File: src/rtl/core_pkg.sv
// Shared core definitions: control-bundle layout, ALU op codes, and the bubble-tracking state type.
// Latency: none (types and constants only).
// Backpressure: not applicable.
package core_pkg;

    // Control bundle layout: {reg_write, mem_read, mem_write, mem_to_reg, alu_src, branch, alu_op[2:0]}
    localparam int CTRL_W          = 9;
    localparam int CTRL_REG_WRITE  = 8;
    localparam int CTRL_MEM_READ   = 7;
    localparam int CTRL_MEM_WRITE  = 6;
    localparam int CTRL_MEM_TO_REG = 5;
    localparam int CTRL_ALU_SRC    = 4;
    localparam int CTRL_BRANCH     = 3;
    localparam int CTRL_ALU_OP_MSB = 2;
    localparam int CTRL_ALU_OP_LSB = 0;

    // A NOP carries no side effects: every control bit low.
    localparam logic [CTRL_W-1:0] CTRL_NOP = '0;

    // ALU operation classes handed from the decoder to the ALU control.
    typedef enum logic [2:0] {
        ALU_OP_ADD    = 3'b000,  // loads, stores, address math
        ALU_OP_BRANCH = 3'b001,  // compare for conditional branches
        ALU_OP_RTYPE  = 3'b010,  // funct3/funct7 decoded in EX
        ALU_OP_ITYPE  = 3'b011,  // immediate arithmetic
        ALU_OP_LUI    = 3'b100,
        ALU_OP_AUIPC  = 3'b101
    } alu_op_e;

    // Tracks whether the last non-held update of ID/EX inserted a load-use bubble.
    typedef enum logic {
        BUB_RUN    = 1'b0,
        BUB_BUBBLE = 1'b1
    } bub_state_e;

endpackage

File: src/rtl/sat_counter.sv
// Saturating up-counter for performance events; sticks at all-ones instead of wrapping.
// Latency: count visible one cycle after the qualifying edge.
// Backpressure: en low freezes the count regardless of inc.
module sat_counter #(
    parameter int W = 32
) (
    input  logic         clk,
    input  logic         rst_n,
    input  logic         inc,
    input  logic         en,
    output logic [W-1:0] cnt
);

    // Count one event per enabled cycle, stopping once every bit is set.
    always_ff @(posedge clk) begin
        if (!rst_n) begin
            cnt <= '0;
        end else if (en && inc && (cnt != '1)) begin
            cnt <= cnt + W'(1);
        end
    end

endmodule

File: src/rtl/id_ex_pipe_reg.sv
// ID/EX pipeline register: loads ID, or a NOP on flush / load-use bubble, and counts both events.
// Latency: 1 cycle, all outputs registered.
// Backpressure: hold freezes everything except a flush, which still kills the slot and counts.
module id_ex_pipe_reg import core_pkg::*; #(
    parameter int XLEN  = 32,
    parameter int CNT_W = 32
) (
    input  logic              clk,
    input  logic              rst_n,
    input  logic              id_valid,
    input  logic [XLEN-1:0]   id_pc,
    input  logic [XLEN-1:0]   id_rs1_data,
    input  logic [XLEN-1:0]   id_rs2_data,
    input  logic [XLEN-1:0]   id_imm,
    input  logic [4:0]        id_rs1,
    input  logic [4:0]        id_rs2,
    input  logic [4:0]        id_rd,
    input  logic [8:0]        id_ctrl,
    input  logic              bubble_req,
    input  logic              flush,
    input  logic              hold,
    output logic              ex_valid,
    output logic [XLEN-1:0]   ex_pc,
    output logic [XLEN-1:0]   ex_rs1_data,
    output logic [XLEN-1:0]   ex_rs2_data,
    output logic [XLEN-1:0]   ex_imm,
    output logic [4:0]        ex_rs1,
    output logic [4:0]        ex_rs2,
    output logic [4:0]        ex_rd,
    output logic [8:0]        ex_ctrl,
    output logic [CNT_W-1:0]  bubble_cnt,
    output logic [CNT_W-1:0]  flush_cnt
);

    bub_state_e bub_state;
    bub_state_e bub_state_nxt;

    // Flush wins over hold, so the register (and counters) advance on either.
    logic upd_en;
    assign upd_en = flush | ~hold;

    // Priority: reset, flush NOP, hold, bubble NOP, normal load.
    always_ff @(posedge clk) begin
        if (!rst_n || flush || (!hold && bubble_req)) begin
            ex_valid    <= 1'b0;
            ex_pc       <= '0;
            ex_rs1_data <= '0;
            ex_rs2_data <= '0;
            ex_imm      <= '0;
            ex_rs1      <= '0;
            ex_rs2      <= '0;
            ex_rd       <= '0;
            ex_ctrl     <= CTRL_NOP;
        end else if (!hold) begin
            ex_valid    <= id_valid;
            ex_pc       <= id_pc;
            ex_rs1_data <= id_rs1_data;
            ex_rs2_data <= id_rs2_data;
            ex_imm      <= id_imm;
            ex_rs1      <= id_rs1;
            ex_rs2      <= id_rs2;
            ex_rd       <= id_rd;
            // An invalid slot must never carry write enables into EX.
            ex_ctrl     <= id_valid ? id_ctrl : CTRL_NOP;
        end
    end

    // Bubbles count only when actually inserted; a coincident flush takes precedence.
    sat_counter #(.W(CNT_W)) u_bubble_cnt (
        .clk   (clk),
        .rst_n (rst_n),
        .inc   (bubble_req & ~flush),
        .en    (upd_en),
        .cnt   (bubble_cnt)
    );

    // Flushes count only when they kill a real instruction.
    sat_counter #(.W(CNT_W)) u_flush_cnt (
        .clk   (clk),
        .rst_n (rst_n),
        .inc   (flush & id_valid),
        .en    (upd_en),
        .cnt   (flush_cnt)
    );

    // Bubble state register; held cycles leave it untouched.
    always_ff @(posedge clk) begin
        if (!rst_n) begin
            bub_state <= BUB_RUN;
        end else begin
            bub_state <= bub_state_nxt;
        end
    end

    // Next bubble state follows whichever update path this cycle takes.
    always_comb begin
        bub_state_nxt = bub_state;
        if (flush) begin
            bub_state_nxt = BUB_RUN;
        end else if (!hold) begin
            bub_state_nxt = bubble_req ? BUB_BUBBLE : BUB_RUN;
        end
    end

    // One bubble resolves a load-use hazard, so a second back-to-back request means a hazard-unit bug.
    always_ff @(posedge clk) begin
        if (rst_n && (bub_state == BUB_BUBBLE) && !hold && !flush) begin
            assert (!bubble_req);
        end
    end

endmodule

File: config.mk
export PLATFORM = sky130hd
export DESIGN_NAME = id_ex_pipe_reg
export DESIGN_NICKNAME = d
export VERILOG_FILES = /design/src/rtl/core_pkg.sv /design/src/rtl/sat_counter.sv /design/src/rtl/id_ex_pipe_reg.sv
export SDC_FILE = /design/constraint.sdc
export NUM_CORES = 1
export LEC_CHECK = 0
export CORE_MARGIN = 4
export CORE_UTILIZATION = 43
export DETAILED_ROUTE_END_ITERATION = 8
export PLACE_DENSITY = 0.81
export SLEW_MARGIN = 5
export SYNTH_ARGS = -nofsm -noshare
export SYNTH_HDL_FRONTEND = slang
export SYNTH_SLANG_ARGS = --single-unit
File: constraint.sdc
create_clock -name clk -period 2.8 [get_ports clk]
set_input_delay 0.42 -clock clk [delete_from_list [all_inputs] [get_ports clk]]
set_output_delay 0.42 -clock clk [all_outputs]
set_load 0.01 [all_outputs]
# Yosys cells after proc, flatten, opt, wreduce, memory -nomap -nowiden
# Cells that the tools add are included.
# op_classes
addsub	2
eq_ne	2
muxes	1
bitwise_logic	5
reduce_logical	9
# op_table
op	count
32-bit by 1-bit adder with 32-bit output (second input constant)	2
32-bit != test (second input constant)	2
9-bit 2-to-1 mux	1
1-bit logical AND	5
1-bit AND	2
1-bit logical NOT	2
1-bit logical OR	2
1-bit inverter	2
1-bit OR	1
# word_totals
ff_bits	217
out_inout_bits	217
wordCells	30

# Longest topological paths before layout
# Gate-level depths: netlist of the first run.
# logic_depth
word_depth	4
ltp_mapped	9
mapped_depth_nobuf	6

# Cells and area by module
# From an unflattened synthesis of the first run, not the netlist that was laid out.
# hier_totals
cells_unflattened	916
area_unflattened_um2	9451.6
# by_module_without_submodules
mod	instances	cells_each	area_per_inst_um2
id_ex_pipe_reg	1	526	6133.4
sat_counter	2	195	1659.1

# Least setup slack after synthesis of the first run
# OpenSTA, ideal clock, no wires.
# synth_timing
path_type	register -> register
startpoint	reg u_bubble_cnt.cnt[0]
endpoint	reg u_bubble_cnt.cnt[15]
setup_time_ns	0.072
t_arrival_ns	1.975
path_slack_ns	0.753
path_stages_with_launch	10
cell_sequence	dfxtp_1 > ha_1 > and4_1 > and4_1 > buf_2 > and3_1 > buf_6 > buf_6 > nor4_1 > mux2i_1
# synth_between
elab_chain_len	2
word_cells_on_any_way	3
classes_between	1 x add/sub; 1 x eq/ne; 1 x reduce/logical
# synth_lines
element	line_no	rtl
start, declared	sat_counter.sv:11	output logic [W-1:0] cnt
start signal, assigned	sat_counter.sv:19	cnt <= cnt + W'(1);
parallel branches: the longest is 2 deep, another holds 32-bit by 1-bit adder with 32-bit output	-	
# Several ways; the timed one is not identified.
# A chain may end at the register's enable or synchronous reset.

# Worst setup path in the final report of the first run
# layout_timing
startpoint	reg u_flush_cnt.cnt[0]
endpoint	reg u_flush_cnt.cnt[28]
# layout_between
elab_chain_len	2
word_cells_on_any_way	3
classes_between	1 x add/sub; 1 x eq/ne; 1 x reduce/logical
# layout_lines
element	line_no
start, declared	sat_counter.sv:11
start signal, assigned	sat_counter.sv:19
parallel branches: the longest is 2 deep, another holds 32-bit by 1-bit adder with 32-bit output	-
# Several ways; the timed one is not identified.

==> flow_summary.toml, run 1 <==
[clocking]
root_buffer = "clkbuf_16"
clk_pin_slew_ns = 0.06
cts.repair.resized = 0
cts_setup_buffers = 0
h-tree-depth = 1
cts_tree = "done"
cts.sinks = 217
clock_path_buffers = 3
ctsHoldBuffers = 0
cts_made_buffers = 24
insertion_delay_ns = 0.52

[die]
die_height_um = 150
die_x_um = 150
initial_core_util = 0.442
ios = 375
fp.coreArea_mm2 = 0.0197
die_area_mm2 = 0.0226
rows = 51

[sta]
clock_skew_ns = 0.0225
period_minus_slack_ns = 2.23
finalHoldViolations = 0
clock.fmax_mhz = 449
fin_ws_ns = 0.571
worst_pin_slew_ns = 1.27
rsz0062_at_grt = "no"
slew_headroom = 0.151
period_share = 0.796
slew_violations = 0
tns_ns = 0
setup_viol = 0

[logic_synthesis]
syn_nets = 1062
synth_ff_type = "dfxtp_1"
synth_cell_types = 49
netlist_instances = 902
yosys-top-cells-count = "dfxtp_1, nor2_1, mux2i_1, nand2_1, clkbuf_1"
yosys-top-cells-area = "dfxtp_1, mux2i_1, nor2_1, nand2_1, nand2b_1"
avgSynthCellArea_um2 = 9.64
yosysMostFrequentCell = "dfxtp_1"
synth.largest_area_cell = "dfxtp_1"
yosys.area.top_type_share = 0.500
synth-edff-count = 0
ys_seq_area_frac = 0.500
yosysWarningCount = 0
synth_area_mm2 = 0.00870
synth-async-reset-ratio = 0
ys_ff_latch = 217

[place]
post-dp-hpwl_um = 20800
gp_congestion = 0.883
dp_slack_ns = 0.264
placed_cell_area_mm2 = 0.0127
placed_cells_incl_taps = 1501
port_buffers = 374

[critical_path]
setup.worst_path.start = "u_flush_cnt.cnt[0]$_SDFFE_PN0P_"
required_ns = 3.23
path_max_fanout = 8
worstSetupEndpointType = "flip-flop"
r2r_cells = 6
startpoint_type = "flip-flop"
cp_data_arrival_time_ns = 2.66
timing.rr.start = "u_flush_cnt.cnt[0]$_SDFFE_PN0P_"
path_class = "reg -> reg"

[grt]
overflow = 0
grt_usage = 0.238
grt_pass1_vias = 7881
grt_antenna_before_repair = 4
grt_pass1_wl_um = 42800
grt_start_max_net_pins = 154

[layout]
layout-drive-gt1-share = 0.0485
final_nets = 1422
fin_cells = 1548
final_area_mm2 = 0.0135
synthToLayoutAreaGrowth_pct = 55.0
num-fill-cells = 1589

[route]
drc_errors = 0
dr_total_vias = 7976
wl_per_cell_um = 18.2
first_iter_violations = 393
detail_route.first_pass.iterations = 5
wl_um = 28200
viasPerCell = 5.15
detail-route-antenna-nets = 0

[power_and_ir_drop]
vdd_ir_drop_max_mv = 0.580
powerDensity_mw_per_mm2 = 512
p_leak_nw = 5.12
p_total_mw = 6.90

[min_path]
min-delay-start = "hold"
holdPathStages = 4
hp-class = "in -> reg"

[status]
status = "complete, no violations"

[job]
maxCapViolations = 0
-- sequential cells by signal, indices dropped and copies added (netlist names), 5 cells and up --
register and count:
ex_rs1_data 32, ex_imm 32, ex_rs1 5, u_bubble_cnt.cnt 32, ex_pc 32, ex_rs2 5, u_flush_cnt.cnt 32, ex_rs2_data 32
ex_rd 5, ex_ctrl 9
-- through the flow --
stage / utilization / hold WS [ns]
after detailed placement: 0.646 / 0.478
after floorplan: - / 0.494
after global placement: 0.646 / 0.468
after global routing: 0.686 / 0.498
after CTS: 0.685 / 0.426
final: 0.686 / 0.463
-- power breakdown --
part / total, mW / internal (mW) / switching, mW
clock: 3.01 / 1.76 / 1.24
combinational: 0.707 / 0.425 / 0.282
sequential: 3.18 / 3.15 / 0.0339
-- kinds of logic (layout without fill, tap and decap cells) --
| logic type | after synthesis | in the layout | synth area share |
|---|---|---|---|
| multiplexers | 160 | 160 | 0.184 |
| flip-flops | 217 | 217 | 0.500 |
| adder cells (fa/ha/maj) | 2 | 2 | 0.00288 |
| AO/OA/AOI/OAI | 83 | 83 | 0.0650 |
| buffers and inverters | 66 | 443 | 0.0337 |
| other | 0 | 4 | 0 |
| XOR/XNOR | 13 | 13 | 0.0131 |
| AND/OR/NAND/NOR | 361 | 361 | 0.202 |
-- final timing paths --
check | to | slack (ns)
max | u_flush_cnt.cnt[28]$_SDFFE_PN0P_ | 0.57
max reg2reg | u_flush_cnt.cnt[28]$_SDFFE_PN0P_ | 0.57
min reg2reg | ex_valid$_SDFFE_PP0N_ | 0.49
min | u_bubble_cnt.cnt[1]$_SDFFE_PN0P_ | 0.46
-- metal layers --
layer,global-route usage,vias up,share of wire
met1,0.264,3690,0.36
met5,0,-,0
met2,0.410,330,0.49
li1,-,3890,-
met3,0.101,66,0.11
met4,0.0869,0,0.039
-- cell type report --
| type | count | area (um^2) | share of cell area |
|---|---|---|---|
| flip-flops and latches | 217 | 4340 | 0.322 |
| diodes | 4 | 10.0 | 0.000743 |
| clock buffers | 37 | 719 | 0.0534 |
| repair buffers | 390 | 3930 | 0.291 |
| inverters | 10 | 37.5 | 0.00279 |
| multi-input cells | 619 | 4070 | 0.302 |
| clock inverters | 6 | 41.3 | 0.00306 |
| well taps | 265 | 332 | 0.0246 |
-- placed cells by master, fill, tap and decap left out, types with 2 or more instances in the layout --
cell | Yosys | final
nor4b_1 | 2 | 2
a22oi_1 | 9 | 9
o311ai_0 | 5 | 5
diode_2 | 0 | 4
o41ai_1 | 5 | 5
o21bai_1 | 3 | 3
and3_1 | 11 | 11
and2_1 | 4 | 4
and4_1 | 11 | 11
clkdlybuf4s50_1 | 0 | 372
a211oi_1 | 2 | 2
clkinv_2 | 0 | 5
o21ai_0 | 14 | 14
a21oi_1 | 23 | 23
xor2_1 | 2 | 2
o211ai_1 | 6 | 6
mux2i_1 | 160 | 160
nor2_1 | 170 | 170
dfxtp_1 | 217 | 217
ha_1 | 2 | 2
nand3_1 | 20 | 20
nor3_1 | 5 | 5
buf_4 | 0 | 11
or3_1 | 15 | 15
xnor2_1 | 11 | 11
clkbuf_16 | 0 | 24
inv_1 | 10 | 10
a21o_1 | 2 | 2
clkbuf_1 | 38 | 6
nor4_1 | 16 | 16
nor3b_1 | 3 | 3
nand2_1 | 48 | 48
or4_1 | 8 | 8
o31ai_1 | 8 | 8
nand2b_1 | 23 | 23
buf_12 | 0 | 5
nand4_1 | 15 | 15
a31oi_1 | 2 | 2
clkbuf_8 | 0 | 8
-- worst max-delay path, cell delays in order, from the launching register on --
cell       delay, ns
dfxtp_1         0.38
ha_1            0.23
nand3_2         0.16
or3_1           0.55
a2111oi_4       0.51
nand3_1         0.16
a21oi_1         0.17
No activity file was read; power rests on OpenSTA's default activity.
==> run 2: changes to the inputs <==
Settings changed: CORE_UTILIZATION 43 to 38, PLACE_DENSITY 0.81 to 0.76.
Clock period 2.8 ns to 1.97 ns, I/O delays scaled along.
==> run 2 against run 1 <==
Compared with the run above: non-clock buffer count rose by 72; register-to-register slack got worse by 0.49 ns; critical endpoint is now u_bubble_cnt.cnt[30]$_SDFFE_PN0P_; critical path depth rose by 1; critical path type unchanged; utilization fell by 5.7 points; clock skew fell by 0.012 ns; combinational power rose by 43%; total power rose by 49%.
==> flow_summary.toml, run 2 (synthesized netlist as in run 1, its figures left out) <==
[power_and_ir_drop]
powerDensity_mw_per_mm2 = 727
vdd_ir_drop_max_mv = 0.621
p_leak_nw = 5.52
p_total_mw = 10.3

[critical_path]
timing.rr.start = "u_bubble_cnt.cnt[0]$_SDFFE_PN0P_"
startpoint_type = "flip-flop"
reg2reg_to = "u_bubble_cnt.cnt[30]$_SDFFE_PN0P_"
crit_chain = "ha_2 > and4_1 > and4_1 > buf_4 > nand4_1 > or3_1 > a21oi_1"
cp_data_arrival_time_ns = 2.33
setup.worst_path.start = "u_bubble_cnt.cnt[0]$_SDFFE_PN0P_"
worstSetupEndpointType = "flip-flop"
r2r_cells = 7
required_ns = 2.41
path_class = "reg -> reg"
path_common_cell = "and4_1"
reg2reg_setup_slack_ns = 0.08
crit_slowest_cell = "or3_1"
critPathMaxStageDelay_ns = 0.37
path_max_fanout = 6

[sta]
fin_ws_ns = 0.0776
clock_skew_ns = 0.0102
period_minus_slack_ns = 1.89
worst_pin_slew_ns = 0.619
slew_headroom = 0.588
finalHoldViolations = 0
period_share = 0.961
slew_violations = 0
setup_viol = 0
clock.fmax_mhz = 528
rsz0062_at_grt = "yes"

[min_path]
holdPathStages = 4
hp-class = "in -> reg"
min-delay-start = "hold"
min_to = "u_bubble_cnt.cnt[1]$_SDFFE_PN0P_"

[route]
viasPerCell = 5.03
dr_total_vias = 8228
wl_um = 28000
detail_route.first_pass.iterations = 5
drc_errors = 0
detail-route-antenna-nets = 0
first_iter_violations = 370
wl_per_cell_um = 17.1

[die]
initial_core_util = 0.385
die_x_um = 159
die_area_mm2 = 0.0254
fp.coreArea_mm2 = 0.0226
die_height_um = 159
rows = 55
ios = 375

[clocking]
root_buffer = "clkbuf_16"
cts_made_buffers = 25
ctsHoldBuffers = 0
cts.sinks = 217
clk_pin_slew_ns = 0.06
clock_path_buffers = 3
insertion_delay_ns = 0.51
cts_tree = "done"
h-tree-depth = 1

[layout]
num-fill-cells = 1854
layout.cells.most_common_list = "clkdlybuf4s50_1, dfxtp_1, nor2_1, mux2i_1, buf_4"
layout-drive-gt1-share = 0.111
final_nets = 1495
synthToLayoutAreaGrowth_pct = 63.2
final_common_cell = "clkdlybuf4s50_1"
final_area_mm2 = 0.0142
fin_cells = 1637
final_util = 0.629

[grt]
grt_usage = 0.207
grt_start_max_net_pins = 82
grt_pass1_vias = 8172
overflow = 0
grt_pass1_wl_um = 43500
grt_antenna_before_repair = 3

[place]
post-dp-hpwl_um = 20300
placed_cells_incl_taps = 1592
dp_slack_ns = -0.316
gp_congestion = 0.849
placed_cell_area_mm2 = 0.0133
port_buffers = 374

[job]
maxCapViolations = 0

[status]
status = "complete, no violations"
[run 2: cell count changes in the layout (fill, tap and decap cells not counted), sizes merged]
cell / previous run / this run
buf: 17 / 89
clkbuf: 38 / 33
bufinv: 0 / 4
clkinv: 6 / 4
clkinvlp: 0 / 1
diode: 4 / 3
[run 2: layer usage]
layer / GRT usage / part of all wire / vias to the layer above / wire [um]
met2: 0.350 / 0.48 / 276 / 13300
li1: - / - / 4043 / -
met3: 0.0815 / 0.092 / 57 / 2560
met1: 0.239 / 0.40 / 3852 / 11100
met4: 0.0753 / 0.034 / 0 / 958
met5: 0 / 0 / - / 0
[run 2: what timing repair did]
| action | CTS | global route |
|---|---|---|
| resized for setup | 1 | 11 |
| setup endpoints to repair | 5 | 26 |
| pin swaps | 0 | 4 |
| setup buffers | 0 | 1 |
[run 2: worst max-delay path, delay by kind of cell, from the launching register on]
kind | cells | cell delay [ns]
AO/OA/AOI/OAI | 1 | 0.15
adder cells (fa/ha/maj) | 1 | 0.17
buffers and inverters | 1 | 0.15
flip-flops | 1 | 0.33
AND/OR/NAND/NOR | 4 | 1.02
[run 2: per-stage QoR]
stage | setup TNS (ns) | hold WS, ns
after floorplan | 0 | 0.439
final | 0 | 0.298
after CTS | 0 | 0.278
after detailed placement | -8.24 | 0.476
after global placement | -6.47 | 0.468
after global routing | -0.0423 | 0.322
[run 2: area by class of cell]
cell class                      instances  area (um^2)  area share
Sequential cell                       217         4350       0.306
Clock inverter                          9          151      0.0107
Timing Repair Buffer                  462         4470       0.315
Antenna cell                            3         7.51    0.000529
Tap cell                              285          357      0.0251
Clock buffer                           32          692      0.0488
Inverter                               10         37.5     0.00265
Multi-Input combinational cell        619         4130       0.291
[run 2: report_power, final]
| part | switching (mW) | internal, mW | total (mW) |
|---|---|---|---|
| Sequential | 0.0440 | 4.48 | 4.52 |
| Clock | 1.80 | 2.98 | 4.78 |
| Combinational | 0.402 | 0.604 | 1.01 |
| Total | 2.25 | 8.06 | 10.3 |
[run 2: how the worst max path moves through the flow]
stage	endpoint	slack, ns	cells past startpoint
after floorplan	u_bubble_cnt.cnt[13]$_SDFFE_PN0P_	0.009	8
after global placement	u_bubble_cnt.cnt[9]$_SDFFE_PN0P_	-0.27	6
after detailed placement	u_bubble_cnt.cnt[11]$_SDFFE_PN0P_	-0.32	6
after CTS	u_flush_cnt.cnt[30]$_SDFFE_PN0P_	0.03	6
after global routing	u_flush_cnt.cnt[19]$_SDFFE_PN0P_	-0.02	7
final	u_bubble_cnt.cnt[30]$_SDFFE_PN0P_	0.08	7
